### config.mk
export PLATFORM = sky130hd
export DESIGN_NAME = i2c_target
export DESIGN_NICKNAME = d
export VERILOG_FILES = /design/src/rtl/i2c_pkg.sv /design/src/rtl/i2c_line_sync.sv /design/src/rtl/i2c_target.sv
export SDC_FILE = /design/constraint.sdc
export NUM_CORES = 1
export LEC_CHECK = 0
export CORE_MARGIN = 3
export CORE_UTILIZATION = 48
export CTS_CLUSTER_DIAMETER = 100
export DETAILED_ROUTE_END_ITERATION = 8
export GPL_TIMING_DRIVEN = 0
export PLACE_DENSITY = 0.82
export REMOVE_ABC_BUFFERS = 1
export SLEW_MARGIN = 20
export SYNTH_ARGS = -nofsm -noshare
export SYNTH_HDL_FRONTEND = slang
export SYNTH_SLANG_ARGS = --single-unit
export TNS_END_PERCENT = 1
### constraint.sdc
create_clock -name clock_i -period 1.88 [get_ports clock_i]
set_input_delay 0.282 -clock clock_i [delete_from_list [all_inputs] [get_ports clock_i]]
set_output_delay 0.282 -clock clock_i [all_outputs]
set_load 0.01 [all_outputs]
### src/rtl/i2c_pkg.sv
// Shared I2C definitions: bus-level constants and the target state encoding.
package i2c_pkg;

  localparam int   BIT_CNT_W = 3;
  localparam logic I2C_ACK   = 1'b0;
  localparam logic I2C_NACK  = 1'b1;

  typedef enum logic [3:0] {
    IDLE,
    ADDR,
    ADDR_ACK,
    WR_BYTE,
    WR_ACK,
    RD_WAIT,
    RD_BYTE,
    RD_ACK,
    IGNORE
  } i2c_state_e;

endpackage

### src/rtl/i2c_line_sync.sv
// Two-flop synchroniser for one open-drain line, with registered rise/fall
// detect. level_o is aligned with the edge pulses.
module i2c_line_sync (
  input  logic clock_i,
  input  logic reset_i,
  input  logic line_i,
  output logic level_o,
  output logic rise_o,
  output logic fall_o
);

  logic meta_q, sync_q, prev_q, rise_q, fall_q;

  // Idle bus level is high, so reset to 1 to avoid a phantom edge.
  always_ff @(posedge clock_i) begin
    if (reset_i) begin
      meta_q <= 1'b1;
      sync_q <= 1'b1;
      prev_q <= 1'b1;
      rise_q <= 1'b0;
      fall_q <= 1'b0;
    end else begin
      meta_q <= line_i;
      sync_q <= meta_q;
      prev_q <= sync_q;
      rise_q <= sync_q & ~prev_q;
      fall_q <= ~sync_q & prev_q;
    end
  end

  assign level_o = prev_q;
  assign rise_o  = rise_q;
  assign fall_o  = fall_q;

endmodule

### src/rtl/i2c_target.sv
// Byte-level I2C target: fixed 7-bit address, write delivery via strobe,
// read data via request/valid with SCL stretching while data is pending.
module i2c_target
  import i2c_pkg::*;
#(
  parameter logic [6:0] ADDRESS = 7'b1101000
) (
  input  logic       clock_i,
  input  logic       reset_i,
  input  logic       scl_in_i,
  input  logic       sda_in_i,
  output logic       scl_drive_low_o,
  output logic       sda_drive_low_o,
  output logic       selected_o,
  output logic       read_write_o,
  output logic [7:0] write_data_o,
  output logic       write_strobe_o,
  output logic       read_request_o,
  input  logic [7:0] read_data_i,
  input  logic       read_valid_i,
  output logic       stop_seen_o
);

  logic [1:0] raw, level, rise, fall;
  assign raw = {sda_in_i, scl_in_i};

  for (genvar gi = 0; gi < 2; gi++) begin : g_sync
    i2c_line_sync u_sync (
      .clock_i(clock_i), .reset_i(reset_i), .line_i(raw[gi]),
      .level_o(level[gi]), .rise_o(rise[gi]), .fall_o(fall[gi])
    );
  end

  logic scl_level, scl_rise, scl_fall, sda_level, start_det, stop_det;
  assign scl_level = level[0];
  assign scl_rise  = rise[0];
  assign scl_fall  = fall[0];
  assign sda_level = level[1];
  assign start_det = fall[1] & scl_level;
  assign stop_det  = rise[1] & scl_level;

  i2c_state_e           state_q, state_d;
  logic [BIT_CNT_W-1:0] cnt_q, cnt_d;
  logic [7:0]           shift_q, shift_d, wdata_q, wdata_d;
  logic sda_low_q, sda_low_d, scl_low_q, scl_low_d, selected_q, selected_d;
  logic rw_q, rw_d, wstrobe_q, wstrobe_d, rreq_q, rreq_d, stop_q, stop_d;
  logic loaded_q, loaded_d;

  always_ff @(posedge clock_i) begin
    if (reset_i) begin
      state_q    <= IDLE;
      cnt_q      <= '0;
      shift_q    <= 8'h00;
      wdata_q    <= 8'h00;
      sda_low_q  <= 1'b0;
      scl_low_q  <= 1'b0;
      selected_q <= 1'b0;
      rw_q       <= 1'b0;
      wstrobe_q  <= 1'b0;
      rreq_q     <= 1'b0;
      stop_q     <= 1'b0;
      loaded_q   <= 1'b0;
    end else begin
      state_q    <= state_d;
      cnt_q      <= cnt_d;
      shift_q    <= shift_d;
      wdata_q    <= wdata_d;
      sda_low_q  <= sda_low_d;
      scl_low_q  <= scl_low_d;
      selected_q <= selected_d;
      rw_q       <= rw_d;
      wstrobe_q  <= wstrobe_d;
      rreq_q     <= rreq_d;
      stop_q     <= stop_d;
      loaded_q   <= loaded_d;
    end
  end

  always_comb begin
    state_d    = state_q;
    cnt_d      = cnt_q;
    shift_d    = shift_q;
    wdata_d    = wdata_q;
    sda_low_d  = sda_low_q;
    scl_low_d  = scl_low_q;
    selected_d = selected_q;
    rw_d       = rw_q;
    wstrobe_d  = 1'b0;
    rreq_d     = 1'b0;
    stop_d     = 1'b0;
    loaded_d   = loaded_q;
    if (stop_det || start_det) begin
      state_d    = stop_det ? IDLE : ADDR;
      stop_d     = stop_det;
      cnt_d      = '0;
      sda_low_d  = 1'b0;
      scl_low_d  = 1'b0;
      selected_d = 1'b0;
      loaded_d   = 1'b0;
    end else begin
      unique case (state_q)
        ADDR, WR_BYTE: if (scl_rise) begin
          shift_d = {shift_q[6:0], sda_level};
          cnt_d   = cnt_q + 1'b1;
          if (cnt_q == 3'd7) begin
            if (state_q == WR_BYTE) begin
              wdata_d   = {shift_q[6:0], sda_level};
              wstrobe_d = 1'b1;
              state_d   = WR_ACK;
            end else if (shift_q[6:0] == ADDRESS) begin
              rw_d    = sda_level;
              state_d = ADDR_ACK;
            end else begin
              state_d = IGNORE;
            end
          end
        end
        // sda_low_q doubles as the phase flag: first fall drives, second releases.
        ADDR_ACK, WR_ACK: if (scl_fall) begin
          if (!sda_low_q) begin
            sda_low_d  = 1'b1;
            selected_d = 1'b1;
          end else begin
            sda_low_d = 1'b0;
            cnt_d     = '0;
            if (state_q == WR_ACK || !rw_q) begin
              state_d = WR_BYTE;
            end else begin
              state_d   = RD_WAIT;
              scl_low_d = 1'b1;
              rreq_d    = 1'b1;
              loaded_d  = 1'b0;
            end
          end
        end
        RD_WAIT: begin
          if (loaded_q) begin
            scl_low_d = 1'b0;
            cnt_d     = '0;
            state_d   = RD_BYTE;
          end else if (read_valid_i) begin
            shift_d   = read_data_i;
            sda_low_d = ~read_data_i[7];
            loaded_d  = 1'b1;
          end
        end
        RD_BYTE: if (scl_fall) begin
          if (cnt_q == 3'd7) begin
            sda_low_d = 1'b0;
            state_d   = RD_ACK;
          end else begin
            sda_low_d = ~shift_q[6];
            shift_d   = {shift_q[6:0], 1'b0};
            cnt_d     = cnt_q + 1'b1;
          end
        end
        RD_ACK: begin
          if (scl_rise && sda_level == I2C_NACK) begin
            state_d = IGNORE;
          end else if (scl_fall) begin
            state_d   = RD_WAIT;
            scl_low_d = 1'b1;
            rreq_d    = 1'b1;
            loaded_d  = 1'b0;
          end
        end
        default: ;
      endcase
    end
  end

  // A bus condition lets go of SCL immediately rather than a cycle later.
  assign scl_drive_low_o = scl_low_q & ~(start_det | stop_det);
  assign sda_drive_low_o = sda_low_q;
  assign selected_o      = selected_q;
  assign read_write_o    = rw_q;
  assign write_data_o    = wdata_q;
  assign write_strobe_o  = wstrobe_q;
  assign read_request_o  = rreq_q;
  assign stop_seen_o     = stop_q;

endmodule

==> results of run 1 <==
[timing repair]
item | 4_1_cts | 5_1_grt
pin swaps | 1 | 1
endpoints found under the setup margin | 19 | 15
cloned | 0 | 0
hold buffers | 0 | 0
gates resized for setup | 8 | 7
setup buffers | 1 | 0
[sequential cells by signal (all words and copies together) (netlist names), 2 cells and up]
signal                 count
g_sync.u_sync.rise_o       2
shift_q                    7
write_data_o               8
g_sync.u_sync.meta_q       2
g_sync.u_sync.fall_o       2
g_sync.u_sync.sync_q       2
state_q                    4
g_sync.u_sync.level_o      2
cnt_q                      3
[layer usage]
layer  wire (um)  global-route usage, %
met2        1860                   27.4
met4          85                   7.16
met3         223                   4.64
met1        1890                   24.1
met5           0                      0
[stage by stage]
step	worst slack [ns]	hold slack (ns)	instance area (um2)	util [%]
6_report	0.0679	0.414	2350	62.4
5_1_grt	-0.0129	0.427	2350	62.4
4_1_cts	0.0103	0.418	2340	61.9
3_5_place_dp	-0.281	0.396	2200	58.4
3_3_place_gp	-0.278	0.394	2200	58.4
2_1_floorplan	0.132	0.354	1870	-
[how the worst min path moves through the flow]
stage | from | end | slack (ns)
after floorplan | reset_i | read_write_o | 0.35
after global placement | g_sync[1].u_sync.meta_q | g_sync[1].u_sync.sync_q | 0.39
after detailed placement | g_sync[1].u_sync.meta_q | g_sync[1].u_sync.sync_q | 0.40
after CTS | g_sync[1].u_sync.meta_q | g_sync[1].u_sync.sync_q | 0.42
after global routing | g_sync[1].u_sync.meta_q | g_sync[1].u_sync.sync_q | 0.43
final | g_sync[1].u_sync.meta_q | g_sync[1].u_sync.sync_q | 0.41
[logic make-up after synthesis]
logic type,after synthesis,synth area share [%]
buffers and inverters,16,3.76
AOI/OAI and AO/OA,38,13.0
DFF,40,41.5
muxes,24,12.8
and+or+nand+nor,91,27.2
adders and majority gates,2,1.30
xor gates and xnor gates,1,0.454
[placed cells by master (no fill, tap or decap), types with 2 or more instances in the layout]
| cell | synthesis | routed |
|---|---|---|
| dfxtp_1 | 40 | 35 |
| nor2_1 | 33 | 33 |
| clkdlybuf4s50_1 | 0 | 26 |
| mux2i_1 | 18 | 18 |
| a21oi_1 | 11 | 11 |
| o21ai_0 | 11 | 10 |
| nand2_1 | 9 | 9 |
| nand2b_1 | 6 | 6 |
| nor3b_1 | 6 | 6 |
| nand3_1 | 6 | 6 |
| or2_2 | 6 | 6 |
| mux2_2 | 6 | 6 |
| clkbuf_8 | 0 | 6 |
| inv_1 | 4 | 4 |
| nor3_1 | 3 | 3 |
| dfxtp_2 | 0 | 3 |
| and2_1 | 2 | 2 |
| o21a_1 | 2 | 2 |
| and4bb_2 | 2 | 2 |
| o31ai_1 | 2 | 2 |
| nor2b_1 | 2 | 2 |
| o21bai_1 | 2 | 2 |
| nand4_1 | 2 | 2 |
| nor3_2 | 2 | 2 |
| and3b_1 | 2 | 2 |
| clkinvlp_4 | 0 | 2 |
| dfxtp_4 | 0 | 2 |
[area by class of cell]
type | instances | area share, %
Multi-Input combinational cell | 156 | 46.3
Tap cell | 48 | 2.55
Sequential cell | 40 | 34.5
Inverter | 4 | 0.638
Timing Repair Buffer | 28 | 11.9
Clock buffer | 6 | 3.51
Clock inverter | 2 | 0.638
[power by group through the flow]
stage	clock (mW)	combinational, mW	sequential [mW]
after detailed placement	0	0.0849	0.889
after CTS	0.610	0.0853	0.870
final	0.602	0.0854	0.867
after global placement	0	0.0839	0.889
after global routing	0.640	0.0962	0.869
after floorplan	0	0.0432	0.885
==> results.cfg, run 1 <==
[timing]
finalSetupTns_ns = 0
finClkSkew_ns = 0.00629
setup_violations = 0
worst_slew_margin_rel_pct = 39.3
final_hold_viol_count = 0
fmax_ghz = 0.552
timing.final.crit_share_pct = 96.4
fin_crit_ns = 1.81
rsz0062_at_grt = yes
finalMaxSlewViolations = 0
tightest_slew_ns = 0.910

[hold_path]
holdCritPathClass = flop to flop
min_delay_path_depth = 1

[drt]
vias = 1571
drtIter0Drc = 107
postRouteAntennaNets = 0
drc = 0
detail_route.wl_per_cell_um = 14.3
wl_um = 4050
firstDrtPassIters = 4
via_per_inst = 5.53

[critical_path]
cp_max_fo = 6
timing.critical_path.to = state_q[2]
crit_family = compound AO/OA/AOI/OAI gates
end_kind = flop
r2r_setup_slack_ns = 0.07
rr_worst_depth = 7
worstPathArrival_ns = 2.00
worstReg2RegEnd = state_q[2]
cp_cell_sequence = ha_2, ha_4, and3b_1, o32ai_2, o211ai_4, o21bai_1, o211a_1
crit_slowest_cell = dfxtp_2
setup.worst_path.start = cnt_q[0]
r2r-start = cnt_q[0]
path_depth = 7
slowest_delay_ns = 0.35
cp.required_ns = 2.07
worstSetupStartpointType = flop
crit_type = flop to flop
worst-path-buf-inv = 0

[yosys]
ys_ff_latch = 40
synth_edf_count = 0
netlist_area_um2 = 1930
async_reset_ff_share_pct = 0
synth_ff_type = dfxtp_1
avgSynthCellArea_um2 = 9.11
yosysUniqueCellTypes = 46
ys_warn_count = 0
ys_top_cells_by_area = dfxtp_1 41%, mux2i_1 9.3%, nor2_1 6.4%
netlist_instances = 212
yosysTopAreaCell = dfxtp_1
yosys-top-cells-count = 40 x dfxtp_1, 33 x nor2_1, 18 x mux2i_1
yosysSeqAreaShare_pct = 41.5
synth_top_cell_area_share_pct = 41.5
yosysMostFrequentCell = dfxtp_1

[power_and_ir_drop]
pwr-share-clk_pct = 38.7
power_frac_comb_pct = 5.5
intPower_mw = 1.20
irDropWorstVdd_mv = 0.674
finalPower_mw = 1.55
switchingPower_mw = 0.358
p_seq_share_pct = 55.8
p_leak_nw = 0.882
power.density_nw_per_um2 = 660
swShare_pct = 23.0

[job]
drv_cap = 0

[clocking]
cts_tree = built
root_buffer = clkbuf_8
clk_pin_slew_ns = 0.07
clock_sinks = 40
cts_made_buffers = 5
clock_latency_ns = 0.29
cts_buffer_depth = 2
htreeDepth = 2

[cells_and_area]
multiInputGateArea_um2 = 1090
layout.cells.non_filler = 284
drive_gt1_share_pct = 16.5
antenna_cells = 0
fin_nets = 250
area_growth_pct = 21.9
fillers = 312
seqCellArea_um2 = 812

[die]
coreArea_um2 = 3770
rows = 22
die_y_um = 69.4
io_pins = 28
die-area_um2 = 4820
dieWidth_um = 69.4
start_util_pct = 51.2

[global_routing]
antenna_found_initial = 0
grt_max_degree = 30
grt_pass1_wl_um = 6930
grtUsageTotal_pct = 17.9
grt_pass1_vias = 1494
grt_overflow = 0

[placed_design]
port_buffers = 27
dp_hpwl_um = 2820
dp.cells = 275
place_congestion = 0.918

[outcome]
status = finished clean
Note: power is estimated with default switching activity, not from simulation.
==> run 2: changes to the inputs <==
Settings changed: CAP_MARGIN set to 30.
==> results.cfg, run 2 (synthesized netlist as in run 1, its figures left out) <==
[drt]
wl_met1_um = 1890
firstDrtPassIters = 4
wl_um = 4060
drtIter0Drc = 89
vias = 1579
routed-wl-met3_um = 234
detail_route.wl_per_cell_um = 14.3
highest_layer = met4
dr_wl_met2_um = 1850
drc = 0
postRouteAntennaNets = 0
via_per_inst = 5.54

[critical_path]
worstSetupStartpointType = flop
slowest_delay_ns = 0.35
worstPathArrival_ns = 2.00
cp.required_ns = 2.06
cp_max_fo = 6
cp_cell_sequence = ha_2, ha_4, and3b_1, o32ai_2, o211ai_4, o21bai_1, o211a_1
crit_slowest_cell = dfxtp_2
crit_type = flop to flop
worst-path-buf-inv = 0
crit_family = compound AO/OA/AOI/OAI gates
end_kind = flop

[cells_and_area]
fin_nets = 251
fin_area_um2 = 2360
antenna_cells = 0
fin_util_pct = 62.7
area_growth_pct = 22.5
final_cell_mix = 36 x dfxtp_1, 33 x nor2_1, 27 x clkdlybuf4s50_1
final_common_cell = dfxtp_1
largest_register_ffs = 8
drive_gt1_share_pct = 16.5

[die]
coreArea_um2 = 3770
die-area_um2 = 4820
dieWidth_um = 69.4
die_y_um = 69.4
start_util_pct = 51.2
io_pins = 28
rows = 22

[timing]
tightest_slew_ns = 0.530
finClkSkew_ns = 0.00451
finalSetupTns_ns = 0
worst_slew_margin_rel_pct = 64.5
fin_crit_ns = 1.82
setup_violations = 0
finalMaxSlewViolations = 0
timing.final.crit_share_pct = 96.5
rsz0062_at_grt = yes
final_hold_viol_count = 0
fmax_ghz = 0.551

[clocking]
clk_pin_slew_ns = 0.07
clock_latency_ns = 0.29
root_buffer = clkbuf_8
cts_made_buffers = 5
htreeDepth = 2
cts_tree = built
clock_sinks = 40
cts_buffer_depth = 2

[global_routing]
grt_pass1_wl_um = 6930
grt_pass1_vias = 1494
antenna_found_initial = 0
grt_overflow = 0
grtUsageTotal_pct = 17.9
grt_max_degree = 30

[placed_design]
place_congestion = 0.918
dp_hpwl_um = 2820
place_area_um2 = 2200
port_buffers = 27

[power_and_ir_drop]
finalPower_mw = 1.55
irDropWorstVdd_mv = 0.672
power.density_nw_per_um2 = 657
p_leak_nw = 0.880

[hold_path]
holdCritPathClass = flop to flop

[job]
drv_cap = 0

[outcome]
status = finished clean
run 2: timing repair:
action,4_1_cts,5_1_grt
hold endpoints to repair,0,0
resized for setup,8,5
setup endpoints to repair,19,5
setup buffers,1,0
pin swaps,1,1
hold buffers,0,0
run 2: layout make-up:
type | instances | area [um2]
well taps | 48 | 60.1
multi-input cells | 156 | 1090
fillers | 309 | 1410
flip-flops and latches | 40 | 811
repair buffers | 29 | 293
clock buffers | 6 | 82.6
inverters | 4 | 15.0
clock inverters | 2 | 15.0
run 2: final timing paths:
check | start | endpoint | slack [ns] | cells past startpoint
setup / recovery | cnt_q[0] | state_q[2] | 0.06 | 7
hold / removal | g_sync[1].u_sync.meta_q | g_sync[1].u_sync.sync_q | 0.41 | 1
setup reg to reg | cnt_q[0] | state_q[2] | 0.06 | 7
hold reg to reg | g_sync[1].u_sync.meta_q | g_sync[1].u_sync.sync_q | 0.41 | 1
run 2: report_power, final:
group / internal (mW) / total [mW] / switching (mW)
registers: 0.855 / 0.867 / 0.0124
logic: 0.0481 / 0.0889 / 0.0409
clock network: 0.297 / 0.598 / 0.301
run 2: layer usage:
layer	track usage [%]	vias to the layer above
li1	-	794
met1	24.1	724
met2	27.4	53
met3	4.64	8
met4	7.16	0
met5	0	-
run 2: metrics by stage:
step	hold WS [ns]	cells	setup slack (ns)
CTS	0.418	284	0.0103
floorplan	0.354	200	0.132
detailed placement	0.396	275	-0.281
global route	0.427	285	-0.000711
finish	0.415	285	0.0650
global placement	0.394	275	-0.278
